[src/rtl/alarm_trigger_module.sv]
// rtl/alarm_trigger_module.sv - day-masked alarm with ring timeout, bounded snooze and stop control
module alarm_trigger_module #(
    parameter int SNOOZE_MIN = 5,
    parameter int RING_SEC   = 60,
    parameter int MAX_SNZ    = 3
) (
    input  logic        Clk,
    input  logic        Reset,
    input  logic [15:0] time_in,
    input  logic [15:0] alarm_in,
    input  logic [6:0]  day_mask,
    input  logic        AON,
    input  logic        SNZ,
    input  logic        OFF,
    input  logic        sec_tick,
    output logic        buzzer,
    output logic        ALED,
    output logic        snoozing,
    output logic [3:0]  snz_count
);

    localparam logic [1:0] IDLE    = 2'd0;
    localparam logic [1:0] RINGING = 2'd1;
    localparam logic [1:0] SNOOZE  = 2'd2;
    localparam logic [1:0] DONE    = 2'd3;

    localparam logic [8:0] RING_LIM  = 9'(RING_SEC);
    localparam logic [4:0] SNZ_LIM   = 5'(SNOOZE_MIN);
    localparam logic [3:0] MAX_LIM   = 4'(MAX_SNZ);

    logic [1:0] state, state_n;
    logic [7:0] sec_cnt, sec_cnt_n;
    logic [3:0] min_cnt, min_cnt_n;
    logic [3:0] cnt_n;
    logic       beep, beep_n;
    logic       match, match_q, trigger;
    logic       snz_q, off_q, snz_edge, off_edge;
    logic [5:0] min_q;
    logic       minute_chg;
    logic [7:0] day_mask_ext;
    logic [8:0] sec_inc;
    logic [4:0] min_inc;
    logic       snooze_req;
    logic       unused_bits;

    assign unused_bits = ^{time_in[1:0], alarm_in[15:13], alarm_in[1:0]};

    // Day 7 is not a valid day; the padded zero bit makes it never match.
    assign day_mask_ext = {1'b0, day_mask};
    assign match = AON
                 & (time_in[12:8] == alarm_in[12:8])
                 & (time_in[7:2]  == alarm_in[7:2])
                 & day_mask_ext[time_in[15:13]];

    assign trigger    = match & ~match_q;
    assign snz_edge   = SNZ & ~snz_q;
    assign off_edge   = OFF & ~off_q;
    assign minute_chg = (time_in[7:2] != min_q);

    assign sec_inc    = {1'b0, sec_cnt} + 9'd1;
    assign min_inc    = {1'b0, min_cnt} + 5'd1;
    assign snooze_req = snz_edge | (sec_tick & (sec_inc == RING_LIM));

    always_comb begin
        state_n   = state;
        sec_cnt_n = sec_cnt;
        min_cnt_n = min_cnt;
        cnt_n     = snz_count;
        beep_n    = beep;
        if (!AON) begin
            state_n = IDLE;
        end else begin
            case (state)
                IDLE: begin
                    if (trigger) begin
                        state_n   = RINGING;
                        sec_cnt_n = 8'd0;
                        beep_n    = 1'b1;
                        cnt_n     = 4'd0;
                    end
                end
                RINGING: begin
                    // Stop has priority over both a snooze press and the ring timeout.
                    if (off_edge) begin
                        state_n = DONE;
                    end else if (snooze_req) begin
                        if (snz_count < MAX_LIM) begin
                            state_n   = SNOOZE;
                            cnt_n     = snz_count + 4'd1;
                            min_cnt_n = 4'd0;
                        end else begin
                            state_n = DONE;
                        end
                    end else if (sec_tick) begin
                        sec_cnt_n = sec_inc[7:0];
                        beep_n    = ~beep;
                    end
                end
                SNOOZE: begin
                    if (off_edge) begin
                        state_n = DONE;
                    end else if (minute_chg) begin
                        if (min_inc == SNZ_LIM) begin
                            state_n   = RINGING;
                            sec_cnt_n = 8'd0;
                            beep_n    = 1'b1;
                        end else begin
                            min_cnt_n = min_inc[3:0];
                        end
                    end
                end
                default: begin
                    if (!match) state_n = IDLE;
                end
            endcase
        end
    end

    always_ff @(posedge Clk or posedge Reset) begin
        if (Reset) begin
            state     <= IDLE;
            sec_cnt   <= 8'd0;
            min_cnt   <= 4'd0;
            snz_count <= 4'd0;
            beep      <= 1'b0;
            match_q   <= 1'b0;
            snz_q     <= 1'b0;
            off_q     <= 1'b0;
            min_q     <= 6'd0;
            buzzer    <= 1'b0;
            ALED      <= 1'b0;
            snoozing  <= 1'b0;
        end else begin
            state     <= state_n;
            sec_cnt   <= sec_cnt_n;
            min_cnt   <= min_cnt_n;
            snz_count <= cnt_n;
            beep      <= beep_n;
            match_q   <= match;
            snz_q     <= SNZ;
            off_q     <= OFF;
            min_q     <= time_in[7:2];
            // Outputs are decoded from next state so they land on the same edge as the state.
            buzzer    <= (state_n == RINGING) & beep_n;
            ALED      <= (state_n == RINGING) | (state_n == SNOOZE);
            snoozing  <= (state_n == SNOOZE);
        end
    end

endmodule

[config.mk]
export PLATFORM = sky130hd
export DESIGN_NAME = alarm_trigger_module
export DESIGN_NICKNAME = d
export VERILOG_FILES = /design/src/rtl/alarm_trigger_module.sv
export SDC_FILE = /design/constraint.sdc
export NUM_CORES = 1
export LEC_CHECK = 0
export CAP_MARGIN = 10
export CORE_UTILIZATION = 50
export CTS_CLUSTER_DIAMETER = 200
export DETAILED_ROUTE_END_ITERATION = 8
export GPL_ROUTABILITY_DRIVEN = 0
export PLACE_DENSITY_LB_ADDON = 0.2
export SYNTH_ARGS = -nofsm -noshare
export SYNTH_HDL_FRONTEND = slang
export SYNTH_SLANG_ARGS = --single-unit
[constraint.sdc]
create_clock -name Clk -period 3.9 [get_ports Clk]
set_clock_uncertainty 0.05 [all_clocks]
set_input_delay 0.78 -clock Clk [delete_from_list [all_inputs] [get_ports Clk]]
set_output_delay 0.78 -clock Clk [all_outputs]
set_load 0.005 [all_outputs]
==> report_table.html <==
<table>
<tr><th>Metric</th><th>Value</th></tr>
<tr><th colspan="2">Timing</th></tr>
<tr><td>Final critical-path share of the clock period</td><td>0.748</td></tr>
<tr><td>Final Hold Vio Count</td><td>0</td></tr>
<tr><td>Final-layout setup total negative slack</td><td>0 ns</td></tr>
<tr><td>Count of final max-slew check failures</td><td>0</td></tr>
<tr><td>Relative slew slack</td><td>0.562</td></tr>
<tr><td>Measured slew at the worst slew-check pin</td><td>0.650 ns</td></tr>
<tr><td>Final setup viols</td><td>0</td></tr>
<tr><td>Max Freq</td><td>0.343 GHz</td></tr>
<tr><td>Fin crit period</td><td>2.92 ns</td></tr>
<tr><td>Unrepaired setup endpoints after global routing</td><td>no</td></tr>
<tr><th colspan="2">Global route</th></tr>
<tr><td>Initial antenna violation count</td><td>0</td></tr>
<tr><td>Global-route wire length before repair</td><td>7670 µm</td></tr>
<tr><td>Number of global-route vias before repair</td><td>1751</td></tr>
<tr><td>Total congestion overflow after global routing</td><td>0</td></tr>
<tr><td>GRT Overall Usage</td><td>0.236</td></tr>
<tr><td>Pin count of the biggest net entering global routing</td><td>32</td></tr>
<tr><th colspan="2">Clock network</th></tr>
<tr><td>Clock slew at reported path FFs</td><td>0.07 ns</td></tr>
<tr><td>Clock tree root driver cell</td><td>clkbuf_8</td></tr>
<tr><td>TritonCTS clock tree</td><td>yes</td></tr>
<tr><td>Number of clock sinks</td><td>31</td></tr>
<tr><td>Resized cells post-CTS</td><td>0</td></tr>
<tr><td>Clock latency at the later pin of the worst-skew pair</td><td>0.29 ns</td></tr>
<tr><td>H-tree depth</td><td>2</td></tr>
<tr><td>Buffers inserted during post-CTS setup optimization</td><td>0</td></tr>
<tr><td>Maximum clock insertion buffer count</td><td>2</td></tr>
<tr><td>Inserted Clock Buffers</td><td>5</td></tr>
<tr><td>CTS Hold Buffers Added</td><td>0</td></tr>
<tr><th colspan="2">Power</th></tr>
<tr><td>Cell area power density</td><td>316 nW/µm²</td></tr>
<tr><td>IR Drop Worst-Case VDD</td><td>0.197 mV</td></tr>
<tr><td>Leakage power summed over all cells</td><td>about 1.1 nW</td></tr>
<tr><th colspan="2">Layout</th></tr>
<tr><td>Fraction of layout cells with a size suffix above 1</td><td>0.0865</td></tr>
<tr><td>Number of diodes</td><td>0</td></tr>
<tr><td>Layout area overhead</td><td>30.0%</td></tr>
<tr><td>Number of filler instances in the final layout</td><td>between 200 and 300</td></tr>
<tr><td>Design Area, Final</td><td>2650 µm²</td></tr>
<tr><td>Final-stage net count</td><td>317</td></tr>
<tr><th colspan="2">Worst setup path</th></tr>
<tr><td>Number of logic stages on the critical path including buffering</td><td>10</td></tr>
<tr><td>Crit path max-delay cell type</td><td>clkdlybuf4s50_1</td></tr>
<tr><td>Setup crit end kind</td><td>flip-flop</td></tr>
<tr><td>FF-to-FF End</td><td>buzzer$_DFF_PP0_</td></tr>
<tr><td>Critical path's most frequent cell</td><td>nor2_1</td></tr>
<tr><td>Critical path's top delay family</td><td>simple AND/OR/NAND/NOR gates</td></tr>
<tr><td>CP required</td><td>4.02 ns</td></tr>
<tr><td>RR Startpoint</td><td>sec_cnt[0]$_DFFE_PP0P_</td></tr>
<tr><td>Critical path buffers and inverters</td><td>2</td></tr>
<tr><td>Worst endpoint data arrival time</td><td>3.04 ns</td></tr>
<tr><td>Flop-to-flop setup slack</td><td>1.21 ns</td></tr>
<tr><td>Cell count of the worst reg-to-reg path</td><td>9</td></tr>
<tr><td>Critical path launch point type</td><td>input pin</td></tr>
<tr><td>Crit Path Class</td><td>in -&gt; reg</td></tr>
<tr><td>CP max FO</td><td>4</td></tr>
<tr><td>Worst setup path startpoint</td><td>time_in[13]</td></tr>
<tr><td>Crit path largest cell delay</td><td>between 0.5 and 0.6 ns</td></tr>
<tr><td>Crit path cell chain</td><td>clkdlybuf4s50_1 &gt; mux4_2 &gt; nor2_1 &gt; nor2_1 &gt; and2_1 &gt; or2_2 &gt; o211ai_1 &gt; ha_1 &gt; inv_1 &gt; a311oi_1</td></tr>
<tr><th colspan="2">Routing</th></tr>
<tr><td>Routed via count</td><td>1830</td></tr>
<tr><td>Total DRC errors in the routed layout</td><td>0</td></tr>
<tr><td>Total length of routed wires</td><td>between 4000 and 5000 µm</td></tr>
<tr><td>Initial detailed-routing violation count</td><td>132</td></tr>
<tr><td>DRT Pass-1 Iters</td><td>4</td></tr>
<tr><td>Avg Vias per Cell</td><td>5.83</td></tr>
<tr><td>Antenna Nets Post-Route</td><td>0</td></tr>
<tr><td>Avg WL per Cell</td><td>~14 µm</td></tr>
<tr><th colspan="2">Synth</th></tr>
<tr><td>Most used flip-flop cell after synthesis</td><td>dfrtp_1</td></tr>
<tr><td>Count of unique library cells instantiated by Yosys</td><td>60</td></tr>
<tr><td>Total of flip-flops plus latches after synthesis</td><td>31</td></tr>
<tr><td>Most used standard cells in the synthesized netlist</td><td>31 x dfrtp_1, 17 x nor2_1, 13 x inv_1, 11 x o21ai_1</td></tr>
<tr><td>Cell taking the most area after synthesis</td><td>dfrtp_1</td></tr>
<tr><td>Total of warnings raised by yosys</td><td>0</td></tr>
<tr><td>Synth area leaders</td><td>dfrtp_1 38%, ha_1 4.3%, xor2_1 4.3%</td></tr>
<tr><td>Net Count, Synth</td><td>269</td></tr>
<tr><td>Number of enable-type register cells in the synthesized netlist</td><td>0</td></tr>
<tr><td>Synthesized instance count</td><td>217</td></tr>
<tr><td>Leading cell type by number of instances after synthesis</td><td>dfrtp_1</td></tr>
<tr><td>Part of the Yosys area used for sequential elements</td><td>0.381</td></tr>
<tr><td>Portion of synthesized cell area occupied by the leading cell type</td><td>0.381</td></tr>
<tr><td>Cell area after technology mapping</td><td>2030 µm²</td></tr>
<tr><td>Post-synthesis average cell area</td><td>between 9 and 10 µm²</td></tr>
<tr><td>Async set-or-reset flop fraction in the synthesized netlist</td><td>1.00</td></tr>
<tr><th colspan="2">Floorplanning</th></tr>
<tr><td>Core region area</td><td>3770 µm²</td></tr>
<tr><td>Width of the chip</td><td>65.8 µm</td></tr>
<tr><td>Number of placed I/O pins</td><td>52</td></tr>
<tr><td>Standard-cell row count</td><td>22</td></tr>
<tr><td>Die outline area</td><td>around 4300 µm²</td></tr>
<tr><td>Effective utilization at floorplan</td><td>0.539</td></tr>
<tr><td>DIE HEIGHT</td><td>~66 µm</td></tr>
<tr><th colspan="2">Run status</th></tr>
<tr><td>Run status</td><td>finished clean</td></tr>
<tr><th colspan="2">Placement</th></tr>
<tr><td>Number of buffers added on ports</td><td>44</td></tr>
<tr><td>Placement Cell Area</td><td>2530 µm²</td></tr>
<tr><td>Half-perimeter wire length after placement</td><td>3210 µm</td></tr>
<tr><th colspan="2">Min path</th></tr>
<tr><td>Terminating pin of the worst hold path</td><td>snz_count[2]$_DFFE_PP0P_</td></tr>
<tr><td>Critical hold path startpoint</td><td>snz_count[2]$_DFFE_PP0P_</td></tr>
<tr><td>Number of stages on the worst hold path</td><td>1</td></tr>
<tr><td>Min-delay worst type</td><td>reg -&gt; reg</td></tr>
<tr><th colspan="2">Flow run</th></tr>
<tr><td>Number of violations of the max-capacitance limit</td><td>0</td></tr>
</table>
[layer usage]
metal  part of all wire  track usage  vias to the layer above
li1                   -            -                      900
met5                  0            0                        -
met4              0.020       0.0951                        0
met2               0.47        0.369                       75
met3              0.068       0.0638                       12
met1               0.44        0.308                      843
[final cells by class]
cell class              count  area, µm²  area share
flip-flops and latches     31        776       0.293
multi-input cells         167       1180       0.447
clock inverters             2       35.0      0.0132
inverters                  14       52.6      0.0199
clock buffers               6       82.6      0.0312
repair buffers             46        455       0.172
well taps                  48       60.1      0.0227
[cell families after synthesis]
group | after synthesis | synth area share
AND/OR/NAND/NOR | 76 | 0.217
buffers and inverters | 19 | 0.0369
adder cells (fa/ha/maj) | 7 | 0.0430
flip-flops | 31 | 0.381
AO/OA/AOI/OAI | 63 | 0.222
multiplexers | 4 | 0.0264
XOR/XNOR | 17 | 0.0732
[how the worst max path moves through the flow]
stage	end	slack (ns)
2_1_floorplan	buzzer$_DFF_PP0_	1.38
3_3_place_gp	buzzer$_DFF_PP0_	0.71
3_5_place_dp	buzzer$_DFF_PP0_	0.68
4_1_cts	buzzer$_DFF_PP0_	0.98
5_1_grt	buzzer$_DFF_PP0_	0.81
6_report	buzzer$_DFF_PP0_	0.98
[cell usage in the layout, fill, tap and decap left out, drive strengths merged, types with 4 or more instances in the layout]
master	n
a31oi	5
nor2b	7
dfrtp	31
nand2	8
clkbuf	6
clkdlybuf4s50	44
a21oi	11
nor2	17
nor3	6
inv	14
nor4	4
ha	7
nand3	8
o21ai	17
xor2	10
xnor2	7
o21a	4
[per-stage QoR]
stage,cells,hold slack [ns],util,power (mW),setup slack (ns)
5_1_grt,314,0.500,0.701,0.875,0.812
3_3_place_gp,306,0.459,0.670,0.507,0.705
6_report,314,0.484,0.701,0.837,0.985
2_1_floorplan,217,0.445,-,0.445,1.38
3_5_place_dp,306,0.467,0.670,0.512,0.678
4_1_cts,314,0.486,0.701,0.840,0.975
[state kept, by name (all words and copies together), names as in the netlist]
register and cells:
off_q 1, min_q 6, ALED 1, snoozing 1
snz_count 4, buzzer 1, snz_q 1, match_q 1
beep 1, state 2, sec_cnt 8, min_cnt 4
[where the power goes]
part / switching, mW / internal [mW] / leakage (nW)
combinational: 0.0641 / 0.0785 / 0.633
clock: 0.125 / 0.207 / 0.0612
sequential: 0.0233 / 0.339 / 0.383
Note: power is estimated with default switching activity, not from simulation.
